==> src/rtl/mc_bank_timing_ctrl.sv <==
// mc_bank_timing_ctrl: per-bank DRAM command timing controller.
// Each bank runs a CLOSED/ACTIVATING/OPEN/PRECHARGING FSM with its own
// down-counter. cmd_ready gates commands on bank state. A fixed-latency
// shift register schedules the read-data return pulses.
// Optional feature: define MC_TIMING_TRAS_CHECK_EN to enforce ACT-to-PRE (tRAS).
module mc_bank_timing_ctrl #(
    parameter int NUM_BANKS   = 4,
    parameter int T_RCD       = 14,
    parameter int CAS_LATENCY = 14,
    parameter int T_RP        = 14,
    parameter int T_RAS       = 32,
    localparam int BANK_W     = (NUM_BANKS > 1) ? $clog2(NUM_BANKS) : 1
) (
    input  logic                 clk,
    input  logic                 reset,
    input  logic                 cmd_valid,
    input  logic [3:0]           cmd_type,
    input  logic [BANK_W-1:0]    cmd_bank,
    output logic                 cmd_ready,
    output logic                 issue_valid,
    output logic [3:0]           issue_type,
    output logic [BANK_W-1:0]    issue_bank,
    output logic                 rd_data_valid,
    output logic [BANK_W-1:0]    rd_bank,
    output logic [NUM_BANKS-1:0] bank_open,
    output logic                 cmd_err
);

    localparam logic [3:0] CMD_ACT   = 4'b0001;
    localparam logic [3:0] CMD_READ  = 4'b0010;
    localparam logic [3:0] CMD_WRITE = 4'b0011;
    localparam logic [3:0] CMD_PRE   = 4'b0100;

    localparam int CNT_MAX = (T_RCD > T_RP) ? T_RCD : T_RP;
    localparam int CNT_W   = (CNT_MAX > 1) ? $clog2(CNT_MAX) : 1;

    typedef enum logic [1:0] {
        CLOSED      = 2'd0,
        ACTIVATING  = 2'd1,
        OPEN        = 2'd2,
        PRECHARGING = 2'd3
    } bank_state_t;

    bank_state_t            state_q [NUM_BANKS];
    bank_state_t            state_d [NUM_BANKS];
    logic [CNT_W-1:0]       cnt_q   [NUM_BANKS];
    logic [CNT_W-1:0]       cnt_d   [NUM_BANKS];

`ifdef MC_TIMING_TRAS_CHECK_EN
    localparam int TRAS_W = (T_RAS > 1) ? $clog2(T_RAS) : 1;
    logic [TRAS_W-1:0]      tras_q  [NUM_BANKS];
    logic [TRAS_W-1:0]      tras_d  [NUM_BANKS];
`endif

    logic                   is_act;
    logic                   is_rdwr;
    logic                   is_pre;
    logic                   is_legal;
    logic                   tgt_hit;
    bank_state_t            tgt_state;
    logic                   pre_ok;
    logic                   accept;
    logic                   rd_accept;

    logic [CAS_LATENCY-1:0] rd_vld_p;
    logic [BANK_W-1:0]      rd_bank_p [CAS_LATENCY];

    assign is_act   = (cmd_type == CMD_ACT);
    assign is_rdwr  = (cmd_type == CMD_READ) || (cmd_type == CMD_WRITE);
    assign is_pre   = (cmd_type == CMD_PRE);
    assign is_legal = is_act || is_rdwr || is_pre;

    // Look up the addressed bank's state; an index beyond NUM_BANKS matches nothing
    always_comb begin
        tgt_hit   = 1'b0;
        tgt_state = CLOSED;
        pre_ok    = 1'b0;
        for (int b = 0; b < NUM_BANKS; b++) begin
            if (cmd_bank == BANK_W'(b)) begin
                tgt_hit   = 1'b1;
                tgt_state = state_q[b];
`ifdef MC_TIMING_TRAS_CHECK_EN
                pre_ok    = (state_q[b] == OPEN) && (tras_q[b] == '0);
`else
                pre_ok    = (state_q[b] == OPEN);
`endif
            end
        end
    end

    // Acceptance: legal commands wait on bank state, illegal codes pass straight through
    always_comb begin
        cmd_ready = 1'b0;
        if (reset) begin
            cmd_ready = 1'b0;
        end else if (!is_legal) begin
            cmd_ready = 1'b1;
        end else if (tgt_hit) begin
            if (is_act) begin
                cmd_ready = (tgt_state == CLOSED);
            end else if (is_rdwr) begin
                cmd_ready = (tgt_state == OPEN);
            end else begin
                cmd_ready = pre_ok;
            end
        end
    end

    assign accept    = cmd_valid && cmd_ready;
    assign rd_accept = accept && (cmd_type == CMD_READ);

    // Per-bank next state; counters are timed so the follow-on command is legal
    // exactly T_RCD / T_RP cycles after the ACT / PRE was accepted
    always_comb begin
        for (int b = 0; b < NUM_BANKS; b++) begin
            state_d[b] = state_q[b];
            cnt_d[b]   = cnt_q[b];
`ifdef MC_TIMING_TRAS_CHECK_EN
            tras_d[b]  = (tras_q[b] == '0) ? '0 : tras_q[b] - TRAS_W'(1);
            if (accept && is_act && (cmd_bank == BANK_W'(b))) begin
                tras_d[b] = TRAS_W'(T_RAS - 1);
            end
`endif
            case (state_q[b])
                CLOSED: begin
                    if (accept && is_act && (cmd_bank == BANK_W'(b))) begin
                        state_d[b] = (T_RCD == 1) ? OPEN : ACTIVATING;
                        cnt_d[b]   = CNT_W'(T_RCD - 1);
                    end
                end
                ACTIVATING: begin
                    if (cnt_q[b] <= CNT_W'(1)) begin
                        state_d[b] = OPEN;
                        cnt_d[b]   = '0;
                    end else begin
                        cnt_d[b]   = cnt_q[b] - CNT_W'(1);
                    end
                end
                OPEN: begin
                    if (accept && is_pre && (cmd_bank == BANK_W'(b))) begin
                        state_d[b] = (T_RP == 1) ? CLOSED : PRECHARGING;
                        cnt_d[b]   = CNT_W'(T_RP - 1);
                    end
                end
                PRECHARGING: begin
                    if (cnt_q[b] <= CNT_W'(1)) begin
                        state_d[b] = CLOSED;
                        cnt_d[b]   = '0;
                    end else begin
                        cnt_d[b]   = cnt_q[b] - CNT_W'(1);
                    end
                end
                default: begin
                    state_d[b] = CLOSED;
                    cnt_d[b]   = '0;
                end
            endcase
        end
    end

    // Bank state and timing counter registers
    always_ff @(posedge clk) begin
        for (int b = 0; b < NUM_BANKS; b++) begin
            if (reset) begin
                state_q[b] <= CLOSED;
                cnt_q[b]   <= '0;
`ifdef MC_TIMING_TRAS_CHECK_EN
                tras_q[b]  <= '0;
`endif
            end else begin
                state_q[b] <= state_d[b];
                cnt_q[b]   <= cnt_d[b];
`ifdef MC_TIMING_TRAS_CHECK_EN
                tras_q[b]  <= tras_d[b];
`endif
            end
        end
    end

    // Issue and error pulses, one cycle after acceptance
    always_ff @(posedge clk) begin
        if (reset) begin
            issue_valid <= 1'b0;
            issue_type  <= '0;
            issue_bank  <= '0;
            cmd_err     <= 1'b0;
        end else begin
            issue_valid <= accept && is_legal;
            issue_type  <= cmd_type;
            issue_bank  <= cmd_bank;
            cmd_err     <= accept && !is_legal;
        end
    end

    // Read-return valid pipeline; reset flushes every in-flight READ
    always_ff @(posedge clk) begin
        if (reset) begin
            rd_vld_p <= '0;
        end else begin
            rd_vld_p[0] <= rd_accept;
            for (int i = 1; i < CAS_LATENCY; i++) begin
                rd_vld_p[i] <= rd_vld_p[i-1];
            end
        end
    end

    // Read-return bank pipeline; a stage's content only matters while its valid is set
    always_ff @(posedge clk) begin
        rd_bank_p[0] <= cmd_bank;
        for (int i = 1; i < CAS_LATENCY; i++) begin
            rd_bank_p[i] <= rd_bank_p[i-1];
        end
    end

    assign rd_data_valid = rd_vld_p[CAS_LATENCY-1];
    assign rd_bank       = rd_data_valid ? rd_bank_p[CAS_LATENCY-1] : '0;

    // Open-bank status vector
    always_comb begin
        bank_open = '0;
        for (int b = 0; b < NUM_BANKS; b++) begin
            bank_open[b] = (state_q[b] == OPEN);
        end
    end

endmodule

==> config.mk <==
export PLATFORM = sky130hd
export DESIGN_NAME = mc_bank_timing_ctrl
export DESIGN_NICKNAME = d
export VERILOG_FILES = /design/src/rtl/mc_bank_timing_ctrl.sv
export SDC_FILE = /design/constraint.sdc
export NUM_CORES = 1
export LEC_CHECK = 0
export BUFFER_PORTS_ARGS = -buffer_cell sky130_fd_sc_hd__buf_2
export CAP_MARGIN = 30
export CELL_PAD_IN_SITES_DETAIL_PLACEMENT = 0
export CELL_PAD_IN_SITES_GLOBAL_PLACEMENT = 2
export CORE_MARGIN = 2
export CORE_UTILIZATION = 38
export CTS_CLUSTER_DIAMETER = 150
export CTS_CLUSTER_SIZE = 10
export DETAILED_ROUTE_END_ITERATION = 8
export GPL_TIMING_DRIVEN = 0
export MAX_ROUTING_LAYER = met4
export PLACE_DENSITY_LB_ADDON = 0.1
export SYNTH_ARGS = -nofsm -noshare
export SYNTH_HDL_FRONTEND = slang
export SYNTH_SLANG_ARGS = --single-unit
==> constraint.sdc <==
create_clock -name clk -period 3.2 [get_ports clk]
set_input_delay 0.8 -clock clk [delete_from_list [all_inputs] [get_ports clk]]
set_output_delay 0.8 -clock clk [all_outputs]
set_load 0.01 [all_outputs]
Yosys cells after proc, flatten, opt, wreduce, memory -nomap -nowiden:

Memory sizes are Yosys's and may differ from the RTL's.
Index checks and enable logic that the tools add are counted.

* bits in registers: 22
* bits in writable memories: 52
* latch bits: 0
* bits in read-only memories: 0
* memories kept: 3
* output and inout bits: 16

Memory list
* rd_bank_p: depth 14, bits a word 2, read ports 14, clocked after Yosys merged registers in 0, wr ports 14, RTL line 66 `logic [BANK_W-1:0] rd_bank_p [CAS_LATENCY];`
* cnt_q: depth 4, bits a word 4, read ports 4, clocked after Yosys merged registers in 0, wr ports 4, RTL line 46 `logic [CNT_W-1:0] cnt_q [NUM_BANKS];`
* state_q: depth 4, bits a word 2, read ports 4, clocked after Yosys merged registers in 0, wr ports 4, RTL line 44 `bank_state_t state_q [NUM_BANKS];`

* bitwise gates (word level): 8
* add/sub/neg operators: 4
* $lt $le $gt $ge: 4
* reduce and logical (&&, ||, !) cells: 28
* divide/modulo/power cells: 0
* shift operators: 0
* muxes and demuxes: 65
* equality and inequality tests: 20
* $mul: 0

Operators by type and width (number)
* $mux 4: 16
* $mux 2: 25
* $pmux 4 s3: 4
* $pmux 2 s4: 4
* $eq 2x2->1 const B: 11
* $le 4x1->1 const B: 4
* $mux 1: 16
* $sub 4x1->4 const B: 4
* $logic_and 1x1->1: 14
* $logic_not 2->1: 6
* $eq 2x1->1 const B: 5
* $eq 4x2->1 const B: 2
* $or 1x1->1: 8
* $reduce_or 2->1: 4
* $eq 4x1->1 const B: 1
* $eq 4x3->1 const B: 1
* $logic_or 1x1->1: 3
* $logic_not 1->1: 1

Longest topological paths before layout:

Gate-level depths: netlist of run 1.

* word-level depth: 17
* gate-level depth with buffers: 8

Worst setup path before layout of run 1:

Ideal clock, no wire load.

* path type: input-to-output
* start point: input cmd_bank[1]
* end point: output cmd_ready
* buffers on the path: 0
* slack: 0.433 ns
* arrival time: 1.967 ns
* stages on the path: 5
* cell sequence: mux4_2 -> or3_1 -> a21oi_1 -> a21oi_1 -> o21a_1

* word-level cells in the longest chain between the ends: 11
* elaborated cells on any way between the ends: 23

Ends and longest elaborated chain
* from (decl): RTL line 18 `input logic [BANK_W-1:0] cmd_bank,`
* $logic_not 2->1: RTL line 79 `if (cmd_bank == BANK_W'(b)) begin`
* $mux 2 (4 in series): RTL line 79
* $eq 2x2->1: RTL line 102 `cmd_ready = (tgt_state == OPEN);`
* $mux 1: RTL line 101 `end else if (is_rdwr) begin`
* $mux 1: RTL line 99 `if (is_act) begin`
* $mux 1 (*): RTL line 98 `end else if (tgt_hit) begin`
* $mux 1 (*): RTL line 96 `end else if (!is_legal) begin`
* $mux 1 (*): RTL line 94 `if (reset) begin`
* to (decl): RTL line 19 `output logic cmd_ready,`

Mark *: on every way between the ends. The rest lies on a longest branch, timed or not.

==> qor.yml, run 1 <==
synth:
  mean_cell_area_of_the_mapped_netlist_um2: 9.648
  synth.most_common_cell: "sky130_fd_sc_hd__dfxtp_1"
  synth_edf_count: 0
  netlist_area_um2: 3174
  synth_fp_nets: 363
  async_flop_share: 0
  synth_area_leaders: "sky130_fd_sc_hd__dfxtp_1 47%, sky130_fd_sc_hd__ha_1 9.9%, sky130_fd_sc_hd__nor2b_1 3.9%, sky130_fd_sc_hd__nor2_1 3.4%, sky130_fd_sc_hd__nor3_1 2.8%"
  postSynthRegisterBits: 74
  post_synth_num_cell_types: 60
  synth_top_area_share: 0.4667
  synth_common_cells: "74 x sky130_fd_sc_hd__dfxtp_1, 29 x sky130_fd_sc_hd__nor2_1, 25 x sky130_fd_sc_hd__ha_1"
  synth-main-ff-cell: "sky130_fd_sc_hd__dfxtp_1"
  synth_area_leader_cell: "sky130_fd_sc_hd__dfxtp_1"
  synth.yosys.seq_area_share: 0.4667
  yosys_warnings: 0
  synth_cells: 329
route:
  finalWirelength_mm: 6.877
  wire_per_inst_um: 14.42
  drt_first_iter_violations: 88
  viasPerCell: 5.038
  via_count: 2403
  antenna_left: 0
  detail_route.drc_violations: 0
  drtPass1Iterations: 4
timing:
  max_slew_headroom: 0.5317
  maxClockFrequency_ghz: 0.3197
  tightest_slew_ns: 0.7024
  holdWs_ns: 0.3271
  finalCritPeriodShare: 0.9774
  slew_viol_final: 0
  setup_violations: 0
  worst_clock_skew_ns: 0.008898
  post-route-worst-setup-slack_ns: 0.07227
  final_period_minus_worst_setup_slack_ns: 3.128
  hold_viol_final: 0
global_route:
  grt_start_max_net_pins: 14
  grt_ovf: 0
  grt_pass1_vias: 2264
  grt_pass1_wl_mm: 11.27
  initial_antenna_violation_count: 0
  overall_track_demand_over_capacity_in_global_routing: 0.1681
cells_and_area:
  layout-area-overhead-vs-synth_pct: 18.41
  nFillCells: 800
  layout-drive-gt1-share: 0.1882
  num_antenna_cells: 0
  ff_latch_area_um2: 1496
  final_layout_net_count: 401
  multi_input_area_um2: 1614
floorplanning:
  chipWidth_um: 95.40
  dieArea_um2: 9100
  core_region_area_um2: 8175
  floorplan.die.height_um: 95.40
  std_cell_rows: 33
  ios: 25
  start_util: 0.3883
critical_path:
  cp_max_fo: 5
  crit_path_start_kind: "register"
  setup_crit_path_kind: "register to output port"
  reg2reg_depth: 9
  launch_point_of_the_worst_path: "state_q[3][0]"
  worst-r2r-setup-slack_ns: 0.57
  crit-reg2reg-capture: "cnt_q[3][0]"
  critical_path.endpoint_type: "output port"
  endpoint: "cmd_ready"
  worst_ep_arrival_time_ns: 2.33
  worst_ep_required_time_ns: 2.40
  worstReg2RegStart: "state_q[3][0]"
power:
  part_of_the_power_in_registers: 0.431
  total_power_mw: 2.515
  power_switching_share: 0.2983
  reported_net_switching_power_mw: 0.7504
  combinationalPowerShare: 0.223
  clockPowerShare: 0.346
  leakage_component_of_the_power_nw: 1.477
  power_density_relative_to_cell_area_nw_per_um2: 669.2
  ir_drop_v: 0.0002653
  p_int_mw: 1.765
clock_tree:
  clk-insertion-delay-late_ns: 0.35
  cts.sink_count: 74
  cts_made_buffers: 9
  cts_tree: "yes"
  cts_root_buffer: "sky130_fd_sc_hd__clkbuf_8"
  clkTransAtPathRegs_ns: 0.08
  htreeDepth: 3
  clk_path_buf_depth: 2
status:
  status: "finished clean"
placed_design:
  gp_routability_congestion: 0.8157
  detailedPlacementHpwl_mm: 4.823
  dp_slack_ns: -0.1174
  numPortBuffers: 22
worst_hold_path:
  worstHoldPathType: "register to register"
job:
  max-cap-violations: 0
## timing repair
item | CTS | global route
setup endpoints to repair | 1 | 1
hold endpoints to repair | 0 | 0
buffers inserted | 1 | 4
hold buffers | 0 | 0
cloned | 0 | 0
resized for setup | 8 | 10
## flip-flops by register name (all words and copies together), names as in the netlist
signal       flops
rd_bank_p       28
cnt_q           16
rd_vld_p        14
state_q          8
issue_type       4
issue_bank       2
cmd_err          1
issue_valid      1
## placed cells by master, fill, tap and decap left out, types with 4 or more instances in the layout
cell type                   n
sky130_fd_sc_hd__a211oi_1   6
sky130_fd_sc_hd__a21oi_1   17
sky130_fd_sc_hd__buf_2     25
sky130_fd_sc_hd__buf_4      6
sky130_fd_sc_hd__clkbuf_8   9
sky130_fd_sc_hd__dfxtp_1   70
sky130_fd_sc_hd__dfxtp_4    4
sky130_fd_sc_hd__ha_1      21
sky130_fd_sc_hd__inv_1     20
sky130_fd_sc_hd__nand2_1   15
sky130_fd_sc_hd__nand2b_1   4
sky130_fd_sc_hd__nor2_1    29
sky130_fd_sc_hd__nor2b_1   20
sky130_fd_sc_hd__nor3_1    18
sky130_fd_sc_hd__nor3b_1    4
sky130_fd_sc_hd__o21ai_0   11
sky130_fd_sc_hd__o32ai_1    6
sky130_fd_sc_hd__or3_1      6
## worst min-delay path by stage
stage                     startpoint  cells after the start                to  slack, ns
finish               rd_bank_p[0][1]                      0   rd_bank_p[0][3]       0.33
global route        rd_bank_p[0][13]                      0  rd_bank_p[0][15]       0.34
CTS                  rd_bank_p[0][1]                      0   rd_bank_p[0][3]       0.33
detailed placement   rd_bank_p[0][9]                      0  rd_bank_p[0][11]       0.31
global placement     rd_bank_p[0][9]                      0  rd_bank_p[0][11]       0.31
floorplan            rd_bank_p[0][8]                      0  rd_bank_p[0][10]       0.31
## metal layers
metal / global-route usage / vias to the layer above / wire, µm
li1: - / 1251 / -
met1: 0.2206 / 1113 / 3593
met2: 0.2506 / 30 / 2934
met3: 0.04664 / 9 / 268
met4: 0.05595 / 0 / 81
met5: - / - / 0
## cell type report
cell class | instances | area share
plain buffers | 9 | 0.01132
clock buffers | 10 | 0.03395
clock inverters | 6 | 0.02996
inverters | 22 | 0.02297
multi-input cells | 224 | 0.4294
flip-flops and latches | 74 | 0.3981
well taps | 105 | 0.03495
repair buffers | 27 | 0.03928
## worst max-delay path: stages, from the launching register on
cell,delay [ns]
sky130_fd_sc_hd__dfxtp_4,0.38
sky130_fd_sc_hd__inv_1,0.07
sky130_fd_sc_hd__ha_2,0.22
sky130_fd_sc_hd__mux4_2,0.49
sky130_fd_sc_hd__or3_1,0.32
sky130_fd_sc_hd__a21oi_1,0.13
sky130_fd_sc_hd__a21oi_1,0.06
sky130_fd_sc_hd__o21a_1,0.18
sky130_fd_sc_hd__buf_2,0.14
## per-stage QoR
| stage | setup TNS (ns) | cells | util | cell area (µm²) |
|---|---|---|---|---|
| 2_1_floorplan | 0 | 329 | - | 3174 |
| 3_3_place_gp | -0.08658 | 456 | 0.4178 | 3416 |
| 3_5_place_dp | -0.1174 | 456 | 0.4178 | 3416 |
| 4_1_cts | 0 | 473 | 0.4498 | 3677 |
| 5_1_grt | -0.01084 | 477 | 0.4597 | 3759 |
| 6_report | 0 | 477 | 0.4597 | 3759 |
## cell families after synthesis
logic type,synth area share
simple gates,0.2050
mux,0.01340
xor+xnor,0.002760
fa+ha+maj,0.09854
flops,0.4667
compound gates,0.1746
buf+inv,0.03902
## power groups by stage
stage	clock, mW	combinational, mW	sequential, mW
6_report	0.870	0.561	1.08
3_3_place_gp	0	0.531	1.10
3_5_place_dp	0	0.529	1.10
2_1_floorplan	0	0.414	1.08
5_1_grt	0.939	0.648	1.10
4_1_cts	0.902	0.534	1.08
Power figures use the tool's default switching activity.
==> inputs of run 2 (changes only) <==
--- a/config.mk
+++ b/config.mk
@@ -7,3 +7,2 @@
 export LEC_CHECK = 0
-export BUFFER_PORTS_ARGS = -buffer_cell sky130_fd_sc_hd__buf_2
 export CAP_MARGIN = 30
@@ -12,3 +11,3 @@
 export CORE_MARGIN = 2
-export CORE_UTILIZATION = 38
+export CORE_UTILIZATION = 40
 export CTS_CLUSTER_DIAMETER = 150
@@ -16,2 +15,3 @@
 export DETAILED_ROUTE_END_ITERATION = 8
+export DONT_BUFFER_PORTS = 1
 export GPL_TIMING_DRIVEN = 0
--- a/constraint.sdc
+++ b/constraint.sdc
@@ -3,2 +3,2 @@
 set_output_delay 0.8 -clock clk [all_outputs]
-set_load 0.01 [all_outputs]
+set_load 0.02 [all_outputs]
==> qor.yml, run 2 (synthesis gave the netlist of run 1 again) <==
floorplanning:
  floorplan.die.height_um: 93.08
  ios: 25
  start_util: 0.4108
  std_cell_rows: 32
  dieArea_um2: 8664
  core_region_area_um2: 7727
  chipWidth_um: 93.08
timing:
  worst_clock_skew_ns: 0.008334
  final_period_minus_worst_setup_slack_ns: 3.099
  tightest_slew_ns: 0.6597
  slew_viol_final: 0
  timing.setup.tns_ns: 0
  finalCritPeriodShare: 0.9685
  setup_violations: 0
  post-route-worst-setup-slack_ns: 0.1007
  hold_viol_final: 0
  maxClockFrequency_ghz: 0.3227
  max_slew_headroom: 0.5602
route:
  met2_wirelength_mm: 3.016
  detail_route.drc_violations: 0
  routed.top_layer: "met4"
  drt_first_iter_violations: 176
  via_count: 2332
  antenna_left: 0
  viasPerCell: 5.205
  wl_met3_um: 302
  wire_per_inst_um: 14.98
  finalWirelength_mm: 6.712
  met1_length_mm: 3.336
  drtPass1Iterations: 4
critical_path:
  worst_ep_arrival_time_ns: 2.30
  worst_path_dominant_cell_family: "multiplexers"
  path_cells: "inv_1 > ha_4 > mux4_2 > or3_1 > a21oi_1 > a21oi_1 > o21a_2"
  worstReg2RegStart: "state_q[1][0]"
  critical_path.endpoint_type: "output port"
  cp_max_fo: 6
  wp_buf_inv: 1
  setup_crit_path_kind: "register to output port"
  worst_path_most_repeated_cell: "sky130_fd_sc_hd__a21oi_1"
  reg2reg_depth: 9
  cp_slowest_stage_delay_ns: 0.48
  crit_path_top_delay_cell: "sky130_fd_sc_hd__mux4_2"
  crit-reg2reg-capture: "cnt_q[3][0]"
  worst_ep_required_time_ns: 2.40
  worst-r2r-setup-slack_ns: 0.52
  crit_path_start_kind: "register"
power:
  power_density_relative_to_cell_area_nw_per_um2: 662.3
  part_of_the_power_in_registers: 0.461
  reported_net_switching_power_mw: 0.7729
  ir_drop_v: 0.0002756
  power_switching_share: 0.3261
  clockPowerShare: 0.317
  total_power_mw: 2.370
  leakage_component_of_the_power_nw: 1.330
  p_int_mw: 1.597
  combinationalPowerShare: 0.223
global_route:
  grt_start_max_net_pins: 16
  overall_track_demand_over_capacity_in_global_routing: 0.1752
  grt_pass1_wl_mm: 11.49
  grt_ovf: 0
  grt_pass1_vias: 2216
  initial_antenna_violation_count: 0
cells_and_area:
  num_antenna_cells: 0
  final_layout_net_count: 375
  layout-drive-gt1-share: 0.1272
  largest_registers: "rd_bank_p: 28 flops, cnt_q: 16 flops, rd_vld_p: 14 flops"
  mostFrequentLayoutCell: "sky130_fd_sc_hd__dfxtp_1"
  largest_register_ffs: 28
  max_flop_register: "rd_bank_p"
  final_cell_mix: "70 x sky130_fd_sc_hd__dfxtp_1, 29 x sky130_fd_sc_hd__nor2_1, 21 x sky130_fd_sc_hd__inv_1, 21 x sky130_fd_sc_hd__ha_1, 20 x sky130_fd_sc_hd__nor2b_1"
  nFillCells: 740
  layout-area-overhead-vs-synth_pct: 12.73
clock_tree:
  htreeDepth: 3
  cts_root_buffer: "sky130_fd_sc_hd__clkbuf_8"
  cts_tree: "yes"
  cts_made_buffers: 9
  clkTransAtPathRegs_ns: 0.08
  cts.sink_count: 74
  cts_hold_buffers: 0
  clk_path_buf_depth: 2
  clk-insertion-delay-late_ns: 0.35
placed_design:
  gp_routability_congestion: 0.7982
  detailedPlacementHpwl_mm: 4.727
  numPortBuffers: 0
  dp_slack_ns: 0.09814
status:
  status: "finished clean"
worst_hold_path:
  hold_depth: 0
  worst_hold_startpoint: "rd_bank_p[0][10]"
  worstHoldPathType: "register to register"
  worstHoldEndpoint: "rd_bank_p[0][12]"
job:
  max-cap-violations: 0
==> run 2: area by class of cell <==
| cell class | count | area (µm²) | share of cell area |
|---|---|---|---|
| tap | 102 | 127.6 | 0.03566 |
| timing repair buffer | 1 | 7.507 | 0.002098 |
| clock buffer | 9 | 123.9 | 0.03462 |
| inverter | 22 | 82.58 | 0.02308 |
| multi-input combinational | 224 | 1620 | 0.4528 |
| buffer | 9 | 42.54 | 0.01189 |
| sequential | 74 | 1491 | 0.4168 |
| clock inverter | 7 | 82.58 | 0.02308 |
==> run 2: how the worst max path moves through the flow <==
stage | startpoint | to | slack, ns | cells after the start
final | state_q[1][0] | cmd_ready | 0.10 | 7
after global routing | state_q[1][0] | cmd_ready | -0.007 | 7
after CTS | state_q[1][0] | cmd_ready | 0.02 | 7
after detailed placement | cmd_bank[1] | cmd_ready | 0.1 | 7
after global placement | cmd_bank[1] | cmd_ready | 0.09 | 7
after floorplan | state_q[1][0] | cmd_ready | 0.38 | 7
==> run 2: what timing repair did <==
item | in CTS | in global routing
gates resized for setup | 10 | 6
gates cloned | 0 | 0
setup buffers | 0 | 1
setup endpoints to repair | 1 | 1
==> run 2: power groups by stage <==
| stage | sequential (mW) | combinational [mW] | clock, mW |
|---|---|---|---|
| after detailed placement | 1.10 | 0.513 | 0 |
| after CTS | 1.09 | 0.523 | 0.774 |
| final | 1.09 | 0.527 | 0.751 |
| after global placement | 1.11 | 0.515 | 0 |
| after global routing | 1.11 | 0.611 | 0.814 |
| after floorplan | 1.09 | 0.419 | 0 |
==> run 2: through the flow <==
step	area [µm²]	utilization	cells	hold slack (ns)
2_1_floorplan	3174	-	329	0.3096
3_3_place_gp	3302	0.4273	431	0.3099
3_5_place_dp	3302	0.4273	431	0.3121
4_1_cts	3543	0.4585	447	0.3310
5_1_grt	3578	0.4631	448	0.3283
6_report	3578	0.4631	448	0.3282
==> run 2: metal layers <==
metal	up-vias	track usage
met5	-	-
met4	0	0.05147
met3	8	0.04593
met2	45	0.2585
met1	1080	0.2375
li1	1199	-
==> inputs of run 3 (changes only) <==
Settings changed: ABC_AREA set to 1, BUFFER_PORTS_ARGS set to -buffer_cell sky130_fd_sc_hd__buf_2, CORE_UTILIZATION 40 to 35, DONT_BUFFER_PORTS 1 to not set.
==> qor.yml, run 3 <==
cells_and_area:
  ff_latch_area_um2: 1481
  max_flop_register: "rd_bank_p"
  multi_input_area_um2: 1281
  final_layout_net_count: 461
  final_cell_mix: "74 x sky130_fd_sc_hd__dfxtp_1, 72 x sky130_fd_sc_hd__nand2_1, 65 x sky130_fd_sc_hd__inv_1"
  nFillCells: 905
  largest_register_ffs: 28
  fin_util: 0.4129
  mostFrequentLayoutCell: "sky130_fd_sc_hd__dfxtp_1"
  layout-drive-gt1-share: 0.1319
  instances_no_fill: 541
  layout-area-overhead-vs-synth_pct: 16.09
  largest_registers: "rd_bank_p: 28 flops, cnt_q: 16 flops, rd_vld_p: 14 flops"
power:
  clockPowerShare: 0.258
  part_of_the_power_in_registers: 0.362
  leakage_component_of_the_power_nw: 1.794
  p_int_mw: 1.995
  combinationalPowerShare: 0.380
  power_switching_share: 0.3908
  reported_net_switching_power_mw: 1.280
  ir_drop_v: 0.0003507
  power_density_relative_to_cell_area_nw_per_um2: 922.8
global_route:
  grt_ovf: 0
  overall_track_demand_over_capacity_in_global_routing: 0.1478
  grt_pass1_wl_mm: 11.04
  initial_antenna_violation_count: 1
  grt_start_max_net_pins: 15
  grt_pass1_vias: 2371
worst_hold_path:
  hold_depth: 0
  worst_hold_startpoint: "rd_bank_p[0][9]"
  worstHoldPathType: "register to register"
clock_tree:
  cts_hold_buffers: 0
  cts_tree: "yes"
  cts_made_buffers: 9
  number_of_buffers_inserted_by_post_cts_setup_repair: 0
  htreeDepth: 3
  cts_root_buffer: "sky130_fd_sc_hd__clkbuf_8"
  clk_path_buf_depth: 2
  clk-insertion-delay-late_ns: 0.34
  cts.sink_count: 74
  clkTransAtPathRegs_ns: 0.08
  ctsResizeCount: 0
timing:
  timing.setup.tns_ns: 0
  post-route-worst-setup-slack_ns: 0.3486
  maxClockFrequency_ghz: 0.3507
  grt_setup_unrepaired: "no"
  hold_viol_final: 0
  slew_viol_final: 0
  setup_violations: 0
  tightest_slew_ns: 0.5242
  worst_clock_skew_ns: 0.007669
  max_slew_headroom: 0.6505
  final_period_minus_worst_setup_slack_ns: 2.851
  finalCritPeriodShare: 0.8911
critical_path:
  crit_path_start_kind: "input port"
  crit_path_top_delay_cell: "sky130_fd_sc_hd__o21ai_0"
  cp_slowest_stage_delay_ns: 0.20
  worstReg2RegStart: "state_q[0][0]"
  worst_path_dominant_cell_family: "buffers and inverters"
  worst_ep_arrival_time_ns: 2.05
  worst_path_most_repeated_cell: "sky130_fd_sc_hd__nand2_1"
  wp_buf_inv: 3
  worst-path-stages: 10
  critical_path.endpoint_type: "output port"
  worst_ep_required_time_ns: 2.40
  launch_point_of_the_worst_path: "cmd_bank[1]"
  reg2reg_depth: 16
  path_cells: "buf_2 > buf_2 > o21ai_0 > nand3_1 > nand2_1 > nand2_1 > nand2_1 > nand2_1 > a21oi_1 > buf_2"
  cp_max_fo: 9
  setup_crit_path_kind: "input port to output port"
synth:
  netlist_area_um2: 3057
  synth_top_area_share: 0.4847
  mean_cell_area_of_the_mapped_netlist_um2: 7.798
  synth_area_leader_cell: "sky130_fd_sc_hd__dfxtp_1"
  synth.most_common_cell: "sky130_fd_sc_hd__dfxtp_1"
  postSynthRegisterBits: 74
  yosys_warnings: 0
  synth_common_cells: "74 x sky130_fd_sc_hd__dfxtp_1, 72 x sky130_fd_sc_hd__nand2_1, 65 x sky130_fd_sc_hd__inv_1"
  post_synth_num_cell_types: 25
  synth_fp_nets: 426
  synth_area_leaders: "sky130_fd_sc_hd__dfxtp_1 48%, sky130_fd_sc_hd__ha_1 10%, sky130_fd_sc_hd__nand2_1 8.8%, sky130_fd_sc_hd__inv_1 8.0%, sky130_fd_sc_hd__nor2_1 7.0%"
  synth.yosys.seq_area_share: 0.4847
  synth-main-ff-cell: "sky130_fd_sc_hd__dfxtp_1"
  async_flop_share: 0
  synth_cells: 392
  synth_edf_count: 0
route:
  finalWirelength_mm: 6.201
  via_count: 2381
  drtPass1Iterations: 4
  drt_first_iter_violations: 73
  viasPerCell: 4.401
  antenna_left: 0
  wire_per_inst_um: 11.46
  detail_route.drc_violations: 0
floorplanning:
  floorplan.die.height_um: 97.45
  core_region_area_um2: 8593
  chipWidth_um: 97.45
  dieArea_um2: 9497
  ios: 25
  std_cell_rows: 34
  start_util: 0.3557
placed_design:
  numPlacedInstances: 524
  gp_routability_congestion: 0.7877
  dp_slack_ns: 0.3334
  detailedPlacementHpwl_mm: 4.556
  numPortBuffers: 24
status:
  status: "finished clean"
job:
  max-cap-violations: 0
## run 3: cell types whose count changed after synthesis, sizes merged, moves of 6 or more
cell   change
inv       +50
nor2b     -20
nor2      +28
nor3      -16
nand3     +18
nand2     +60
or3        -6
o32ai      -6
## run 3: cell type report
cell class / instances / share of cell area
clock buffers: 10 / 0.03879
plain buffers: 5 / 0.005642
repair buffers: 24 / 0.03385
multi-input cells: 240 / 0.3611
inverters: 73 / 0.07722
well taps: 108 / 0.03808
clock inverters: 6 / 0.02715
diodes: 1 / 0.0007052
flip-flops and latches: 74 / 0.4175
## run 3: cells by family after synthesis
logic type,count (synthesis),share of synthesized area
and+or+nand+nor,169,0.2329
buffers and inverters,78,0.09619
DFF,74,0.4846
AOI/OAI and AO/OA,46,0.08391
adders and majority gates,25,0.1023
## run 3: worst paths after layout
check	endpoint	slack (ns)
worst min register to register	rd_bank_p[0][11]	0.32
worst max-delay path	cmd_ready	0.35
worst min-delay path	rd_bank_p[0][11]	0.32
worst max register to register	cnt_q[2][1]	0.88
## run 3: stage by stage
step	hold WS [ns]	power [mW]	area, µm²
3_5_place_dp	0.3121	2.452	3312
6_report	0.3248	3.274	3548
4_1_cts	0.3235	3.318	3546
3_3_place_gp	0.3099	2.451	3312
5_1_grt	0.3276	3.609	3548
2_1_floorplan	0.3096	2.170	3057
## run 3: layer usage
layer | vias to the layer above | global-route usage | share of wire
met3 | 7 | 0.05683 | 0.049
li1 | 1285 | - | -
met1 | 1049 | 0.1778 | 0.50
met2 | 40 | 0.2297 | 0.44
met5 | - | - | 0
met4 | 0 | 0.04701 | 0.0097
## run 3: power by group through the flow
stage | clock network [mW] | logic, mW | registers (mW)
2_1_floorplan | 0 | 0.981 | 1.19
3_3_place_gp | 0 | 1.25 | 1.20
3_5_place_dp | 0 | 1.25 | 1.21
4_1_cts | 0.881 | 1.25 | 1.18
5_1_grt | 0.925 | 1.48 | 1.21
6_report | 0.844 | 1.25 | 1.19
